File: config.mk
export PLATFORM = sky130hd
export DESIGN_NAME = out_drain_ctrl_flat
export DESIGN_NICKNAME = d
export VERILOG_FILES = /design/src/rtl/out_drain_if.sv /design/src/rtl/out_drain_ctrl.sv /design/src/flat_wrapper.sv
export SDC_FILE = /design/constraint.sdc
export NUM_CORES = 1
export LEC_CHECK = 0
export BUFFER_PORTS_ARGS = -buffer_cell sky130_fd_sc_hd__clkbuf_2
export CORE_MARGIN = 10
export CORE_UTILIZATION = 29
export CTS_BUF_LIST = sky130_fd_sc_hd__clkbuf_4 sky130_fd_sc_hd__clkbuf_8 sky130_fd_sc_hd__clkbuf_16
export DETAILED_ROUTE_END_ITERATION = 8
export GPL_ROUTABILITY_DRIVEN = 0
export PLACE_DENSITY = 0.48
export SLEW_MARGIN = 10
export SYNTH_ARGS = -nofsm -noshare
export SYNTH_HDL_FRONTEND = slang
export SYNTH_SLANG_ARGS = --single-unit
File: constraint.sdc
create_clock -name clk -period 3.1 [get_ports clk]
set_clock_uncertainty 0.2 [all_clocks]
set_input_delay 0 -clock clk [delete_from_list [all_inputs] [get_ports clk]]
set_output_delay 0 -clock clk [all_outputs]
set_load 0.005 [all_outputs]
File: src/rtl/out_drain_if.sv
// out_drain_if: groups the kernel-finish / normalize / dst-buffer signals of
// out_drain_ctrl. The optional DRAIN_STALL_CNT_EN macro adds stall_cnt.
// master: sample control and dst side. slave: the drain controller.
interface out_drain_if #(
    parameter int F_NUM = 16,
    parameter int AW    = 12
);
    localparam int RAW = $clog2(F_NUM);

    logic           k_fin;
    logic [AW-1:0]  base;
    logic [9:0]     os;
    logic [4:0]     fs;
    logic           hold;
    logic [RAW-1:0] ra;
    logic           nrm_en;
    logic           outr;
    logic [AW-1:0]  oa;
    logic           busy;
    logic           done;
    logic           overrun;
`ifdef DRAIN_STALL_CNT_EN
    logic [15:0]    stall_cnt;
`endif

    modport master (
        output k_fin, base, os, fs, hold,
        input  ra, nrm_en, outr, oa, busy, done, overrun
`ifdef DRAIN_STALL_CNT_EN
        , input stall_cnt
`endif
    );

    modport slave (
        input  k_fin, base, os, fs, hold,
        output ra, nrm_en, outr, oa, busy, done, overrun
`ifdef DRAIN_STALL_CNT_EN
        , output stall_cnt
`endif
    );
endinterface

File: src/rtl/out_drain_ctrl.sv
// out_drain_ctrl: after each kernel pass walks filters 0..fs-1, drives the
// normalize core select and emits dst-buffer writes aligned to the normalize
// pipeline output through an NRM_LAT-deep valid/address delay line.
// Optional feature macro: DRAIN_STALL_CNT_EN (adds a saturating stall counter).
module out_drain_ctrl #(
    parameter int F_NUM   = 16,
    parameter int AW      = 12,
    parameter int NRM_LAT = 2
) (
    input  logic       clk,
    input  logic       reset,
    out_drain_if.slave bus
);
    localparam int         RAW    = $clog2(F_NUM);
    localparam logic [4:0] FS_MAX = 5'(F_NUM);

    typedef enum logic [1:0] {
        IDLE  = 2'd0,
        DRAIN = 2'd1,
        FLUSH = 2'd2
    } state_t;

    state_t         state_q, state_d;
    logic [4:0]     cnt_q, cnt_d;
    logic [4:0]     fs_q, fs_d;
    logic [9:0]     os_q, os_d;
    logic [AW-1:0]  addr_q, addr_d;
    logic [RAW-1:0] ra_q, ra_d;
    logic           overrun_q, overrun_d;

    logic [NRM_LAT-1:0] lineValid_q;
    logic [AW-1:0]      lineAddr_q [NRM_LAT];

    logic       issue;
    logic       accept;
    logic       doneNow;
    logic       busyNow;
    logic       lineEmpty;
    logic       advance;
    logic [4:0] fsClamped;

    // Next-state logic: filter walk, k_fin acceptance (idle or done cycle) and overrun detection
    always_comb begin
        state_d   = state_q;
        cnt_d     = cnt_q;
        fs_d      = fs_q;
        os_d      = os_q;
        addr_d    = addr_q;
        ra_d      = ra_q;
        overrun_d = overrun_q;
        issue     = 1'b0;
        accept    = 1'b0;
        doneNow   = 1'b0;
        busyNow   = (state_q != IDLE);
        advance   = ~bus.hold;
        lineEmpty = (lineValid_q == '0);
        fsClamped = (bus.fs > FS_MAX) ? FS_MAX : bus.fs;

        case (state_q)
            IDLE: begin
                accept = bus.k_fin;
            end
            DRAIN: begin
                if (!bus.hold) begin
                    issue  = 1'b1;
                    ra_d   = cnt_q[RAW-1:0];
                    addr_d = addr_q + AW'(os_q);
                    cnt_d  = cnt_q + 5'd1;
                    if (cnt_q == fs_q - 5'd1) begin
                        state_d = FLUSH;
                    end
                end
            end
            FLUSH: begin
                if (lineEmpty) begin
                    doneNow = 1'b1;
                    state_d = IDLE;
                    accept  = bus.k_fin;
                end
            end
            default: begin
                state_d = IDLE;
            end
        endcase

        if (accept) begin
            fs_d    = fsClamped;
            os_d    = bus.os;
            addr_d  = bus.base;
            cnt_d   = '0;
            state_d = (fsClamped != 5'd0) ? DRAIN : FLUSH;
        end else if (bus.k_fin && busyNow) begin
            overrun_d = 1'b1;
        end
    end

    // State and drain-context registers
    always_ff @(posedge clk) begin
        if (reset) begin
            state_q   <= IDLE;
            cnt_q     <= '0;
            fs_q      <= '0;
            os_q      <= '0;
            addr_q    <= '0;
            ra_q      <= '0;
            overrun_q <= 1'b0;
        end else begin
            state_q   <= state_d;
            cnt_q     <= cnt_d;
            fs_q      <= fs_d;
            os_q      <= os_d;
            addr_q    <= addr_d;
            ra_q      <= ra_d;
            overrun_q <= overrun_d;
        end
    end

    // Delay line tracking normalize latency; frozen together with the normalize unit on hold
    always_ff @(posedge clk) begin
        if (reset) begin
            lineValid_q <= '0;
            for (int i = 0; i < NRM_LAT; i++) begin
                lineAddr_q[i] <= '0;
            end
        end else if (advance) begin
            lineValid_q[0] <= issue;
            lineAddr_q[0]  <= addr_q;
            for (int i = 1; i < NRM_LAT; i++) begin
                lineValid_q[i] <= lineValid_q[i-1];
                lineAddr_q[i]  <= lineAddr_q[i-1];
            end
        end
    end

    assign bus.ra      = issue ? cnt_q[RAW-1:0] : ra_q;
    assign bus.nrm_en  = busyNow & ~bus.hold;
    assign bus.outr    = lineValid_q[NRM_LAT-1] & ~bus.hold;
    assign bus.oa      = bus.outr ? lineAddr_q[NRM_LAT-1] : '0;
    assign bus.busy    = busyNow;
    assign bus.done    = doneNow;
    assign bus.overrun = overrun_q;

`ifdef DRAIN_STALL_CNT_EN
    logic [15:0] stallCnt_q;

    // Saturating count of held busy cycles, restarted by every accepted k_fin
    always_ff @(posedge clk) begin
        if (reset) begin
            stallCnt_q <= '0;
        end else if (accept) begin
            stallCnt_q <= '0;
        end else if (busyNow && bus.hold && (stallCnt_q != 16'hFFFF)) begin
            stallCnt_q <= stallCnt_q + 16'd1;
        end
    end

    assign bus.stall_cnt = stallCnt_q;
`endif

endmodule

File: src/flat_wrapper.sv
// flat-port wrapper written by rule: the top's interface ports become plain ports
module out_drain_ctrl_flat 
#(
    parameter int F_NUM   = 16,
    parameter int AW      = 12,
    parameter int NRM_LAT = 2
)
  (clk, reset, bus_k_fin, bus_base, bus_os, bus_fs, bus_hold, bus_ra, bus_nrm_en, bus_outr, bus_oa, bus_busy, bus_done, bus_overrun);
  out_drain_if #(.F_NUM(F_NUM), .AW(AW)) bus_i ();
  input  logic clk;
  input  logic reset;
  input wire logic [$bits(bus_i.k_fin)-1:0] bus_k_fin;
  input wire logic [$bits(bus_i.base)-1:0] bus_base;
  input wire logic [$bits(bus_i.os)-1:0] bus_os;
  input wire logic [$bits(bus_i.fs)-1:0] bus_fs;
  input wire logic [$bits(bus_i.hold)-1:0] bus_hold;
  output wire logic [$bits(bus_i.ra)-1:0] bus_ra;
  output wire logic [$bits(bus_i.nrm_en)-1:0] bus_nrm_en;
  output wire logic [$bits(bus_i.outr)-1:0] bus_outr;
  output wire logic [$bits(bus_i.oa)-1:0] bus_oa;
  output wire logic [$bits(bus_i.busy)-1:0] bus_busy;
  output wire logic [$bits(bus_i.done)-1:0] bus_done;
  output wire logic [$bits(bus_i.overrun)-1:0] bus_overrun;
  assign bus_i.k_fin = bus_k_fin;
  assign bus_i.base = bus_base;
  assign bus_i.os = bus_os;
  assign bus_i.fs = bus_fs;
  assign bus_i.hold = bus_hold;
  assign bus_ra = bus_i.ra;
  assign bus_nrm_en = bus_i.nrm_en;
  assign bus_outr = bus_i.outr;
  assign bus_oa = bus_i.oa;
  assign bus_busy = bus_i.busy;
  assign bus_done = bus_i.done;
  assign bus_overrun = bus_i.overrun;
  out_drain_ctrl #(.F_NUM(F_NUM), .AW(AW), .NRM_LAT(NRM_LAT)) u_core (.clk(clk), .reset(reset), .bus(bus_i));
endmodule
==> qor.yml <==
status: "completed"
power_density_mw_per_mm2: 538
syn_avg_cell_area_um2: 9.24
n_antenna_cell: 0
cp_data_arrival_time_ps: 2920
crit_chain: "ha_1, fa_1, a211o_1, a21oi_2, mux2i_1, a21oi_1, o221a_2, dlygate4sd3_1"
hold_path_class: "input port to flip-flop"
fillers: 1117
finalPower_w: 0.00234
fmax_mhz: 345
finalSetupViolations: 0
maxCapViolCount: 0
die_x_um: 126
grtUsageTotal_pct: 10.4
htree_levels: 3
syn_to_final_growth_pct: 32.2
path_clk_slew_ps: 60
core_area_mm2: 0.0110
overflow: 0
synth_ff_type: "dfxtp_1"
cts_root_buf: "clkbuf_16"
dpl.hpwl_um: 5500
rsz0062_at_grt: "no"
timing.hold.ws_ps: 235
min_period_over_period_pct: 93.6
cts_buffers: 9
synth_edf_count: 24
clock_sinks: 65
finalHoldViolCount: 0
tritoncts: "yes"
syn_area_mm2: 0.00329
async_flop_share_pct: 0
startpoint_type: "flip-flop"
grtUsageMet3_pct: 3.25
num_io_pins: 52
clockBufferDepth: 2
yosysUniqueCellTypes: 52
crit_fanout: 3
worst-setup-path-type: "flip-flop to flip-flop"
numPortBuffers: 51
clk_latency_ps: 330
layout_common_cells: "60 x nand2_1, 51 x clkbuf_2, 41 x dfxtp_1"
crit_path_end_kind: "flip-flop"
drc: 0
synth_warnings: 0
seq_area_frac_synth_pct: 46.9
top_usage_layer: "met2"
wl_um: 7900
antenna_found_initial: 0
cpPeakStageDelay_ps: 550
syn_inst: 356
dr.pass1.iters: 4
utilization_pct: 39.6
die_area_mm2: 0.0160
crit_buf_inv: 1
p_leak_nw: 1.82
wl_per_cell_um: 13.5
drtAntennaViolNets: 0
required_ps: 3120
final_common_cell: "nand2_1"
floorplan.initialDensity_pct: 29.9
setup_tns_ps: 0
grt_max_degree: 40
die_h_um: 126
vias: 2733
crit_family: "compound AO/OA/AOI/OAI gates"
layout.nets: 484
fin_crit_ps: 2900
ys_ff_latch: 65
use_met2_pct: 16.3
ir_drop_uv: 495
drtIter0Drc: 113
slowest_stage: "dlygate4sd3_1"
worst_slew_pin_slew_ps: 911
first_global_vias: 2813
rows: 38
drive_above_1_share_pct: 18.2
use_met1_pct: 13.2
postSynthNetCount: 400
grt_pass1_wl_um: 13800
relSlewSlack_pct: 39.1
report.final.slew_viol_count: 0
routed_via_density: 4.67
[cell type report]
class	instances	area [µm²]	share of cell area, %
Clock buffer	11	240	5.53
Clock inverter	5	81.3	1.87
Inverter	7	26.3	0.604
Multi-Input combinational cell	266	1640	37.7
Sequential cell	65	1540	35.5
Tap cell	140	175	4.03
Timing Repair Buffer	91	643	14.8
[sequential cells by signal, summed over array words and instances (netlist names)]
signal	cells
u_core.addr_q	12
u_core.bus.overrun	1
u_core.cnt_q	5
u_core.fs_q	5
u_core.lineAddr_q	24
u_core.lineValid_q	2
u_core.os_q	10
u_core.ra_q	4
u_core.state_q	2
[synthesized netlist by cell type (all sizes together), types with 4 or more instances]
library cell | instances | area, µm²
inv | 7 | 26.3
nand3 | 8 | 40.0
nor2 | 14 | 52.6
a211oi | 4 | 30.0
a21o | 4 | 30.0
mux2i | 5 | 50.1
nor3 | 7 | 40.0
xor2 | 4 | 35.0
a21oi | 34 | 170
edfxtp | 24 | 721
buf | 5 | 35.0
dfxtp | 41 | 821
nand3b | 5 | 37.5
ha | 12 | 150
nor4 | 5 | 31.3
clkbuf | 13 | 48.8
o21ai | 11 | 55.1
xnor2 | 9 | 78.8
and2 | 36 | 225
nand2 | 60 | 225
nor2b | 4 | 25.0
[metal layers]
layer  up-vias  wire (µm)  part of all wire, %
met2        45       3550                   45
met1      1249       3890                   49
li1       1431          -                    -
met3         8        370                  4.7
met4         0         84                  1.1
met5         -          0                    0
[worst register-to-register path, stage by stage, from the launching register on]
cell and delay (ps):
dfxtp_1 320, ha_1 230, fa_1 430, a211o_1 310, a21oi_2 200, mux2i_1 210
a21oi_1 80, o221a_2 260, dlygate4sd3_1 550
[power breakdown]
group / switching, W / internal (W) / total, W
clock: 0.000372 / 0.000721 / 0.00109
combinational: 0.000149 / 0.000136 / 0.000285
sequential: 0.0000281 / 0.000935 / 0.000963
total: 0.000548 / 0.00179 / 0.00234
[metrics by stage]
stage	cells	worst slack [ps]	instance area, µm²
final	585	197	4350
after detailed placement	534	700	3670
after CTS	585	145	4340
after floorplan	356	873	3290
after global routing	585	76.5	4350
after global placement	534	703	3670
[kinds of logic after synthesis]
family,share of synthesized area (%)
AND/OR/NAND/NOR,24.7
AO/OA/AOI/OAI,14.2
flip-flops,46.9
buffers and inverters,3.35
XOR/XNOR,3.46
adder cells (fa/ha/maj),5.17
multiplexers,2.21
[path summary, 6_finish.rpt]
check / start / cells past startpoint / slack [ps] / end
setup / recovery: u_core.addr_q[0]$_SDFFE_PP0P_ / 8 / 200 / u_core.addr_q[6]$_SDFFE_PP0P_
setup reg to reg: u_core.addr_q[0]$_SDFFE_PP0P_ / 8 / 200 / u_core.addr_q[6]$_SDFFE_PP0P_
hold reg to reg: u_core.os_q[8]$_SDFFE_PP0P_ / 2 / 260 / u_core.os_q[8]$_SDFFE_PP0P_
hold / removal: bus_os[8] / 4 / 240 / u_core.os_q[8]$_SDFFE_PP0P_
[timing repair]
action                                  in CTS  in global routing
hold buffers                                35                  0
endpoints found under the setup margin       0                  1
buffers inserted                             0                  0
gates resized for setup                      0                  1
hold endpoints to repair                    32                  0
Note: power is estimated with default switching activity, not from simulation.
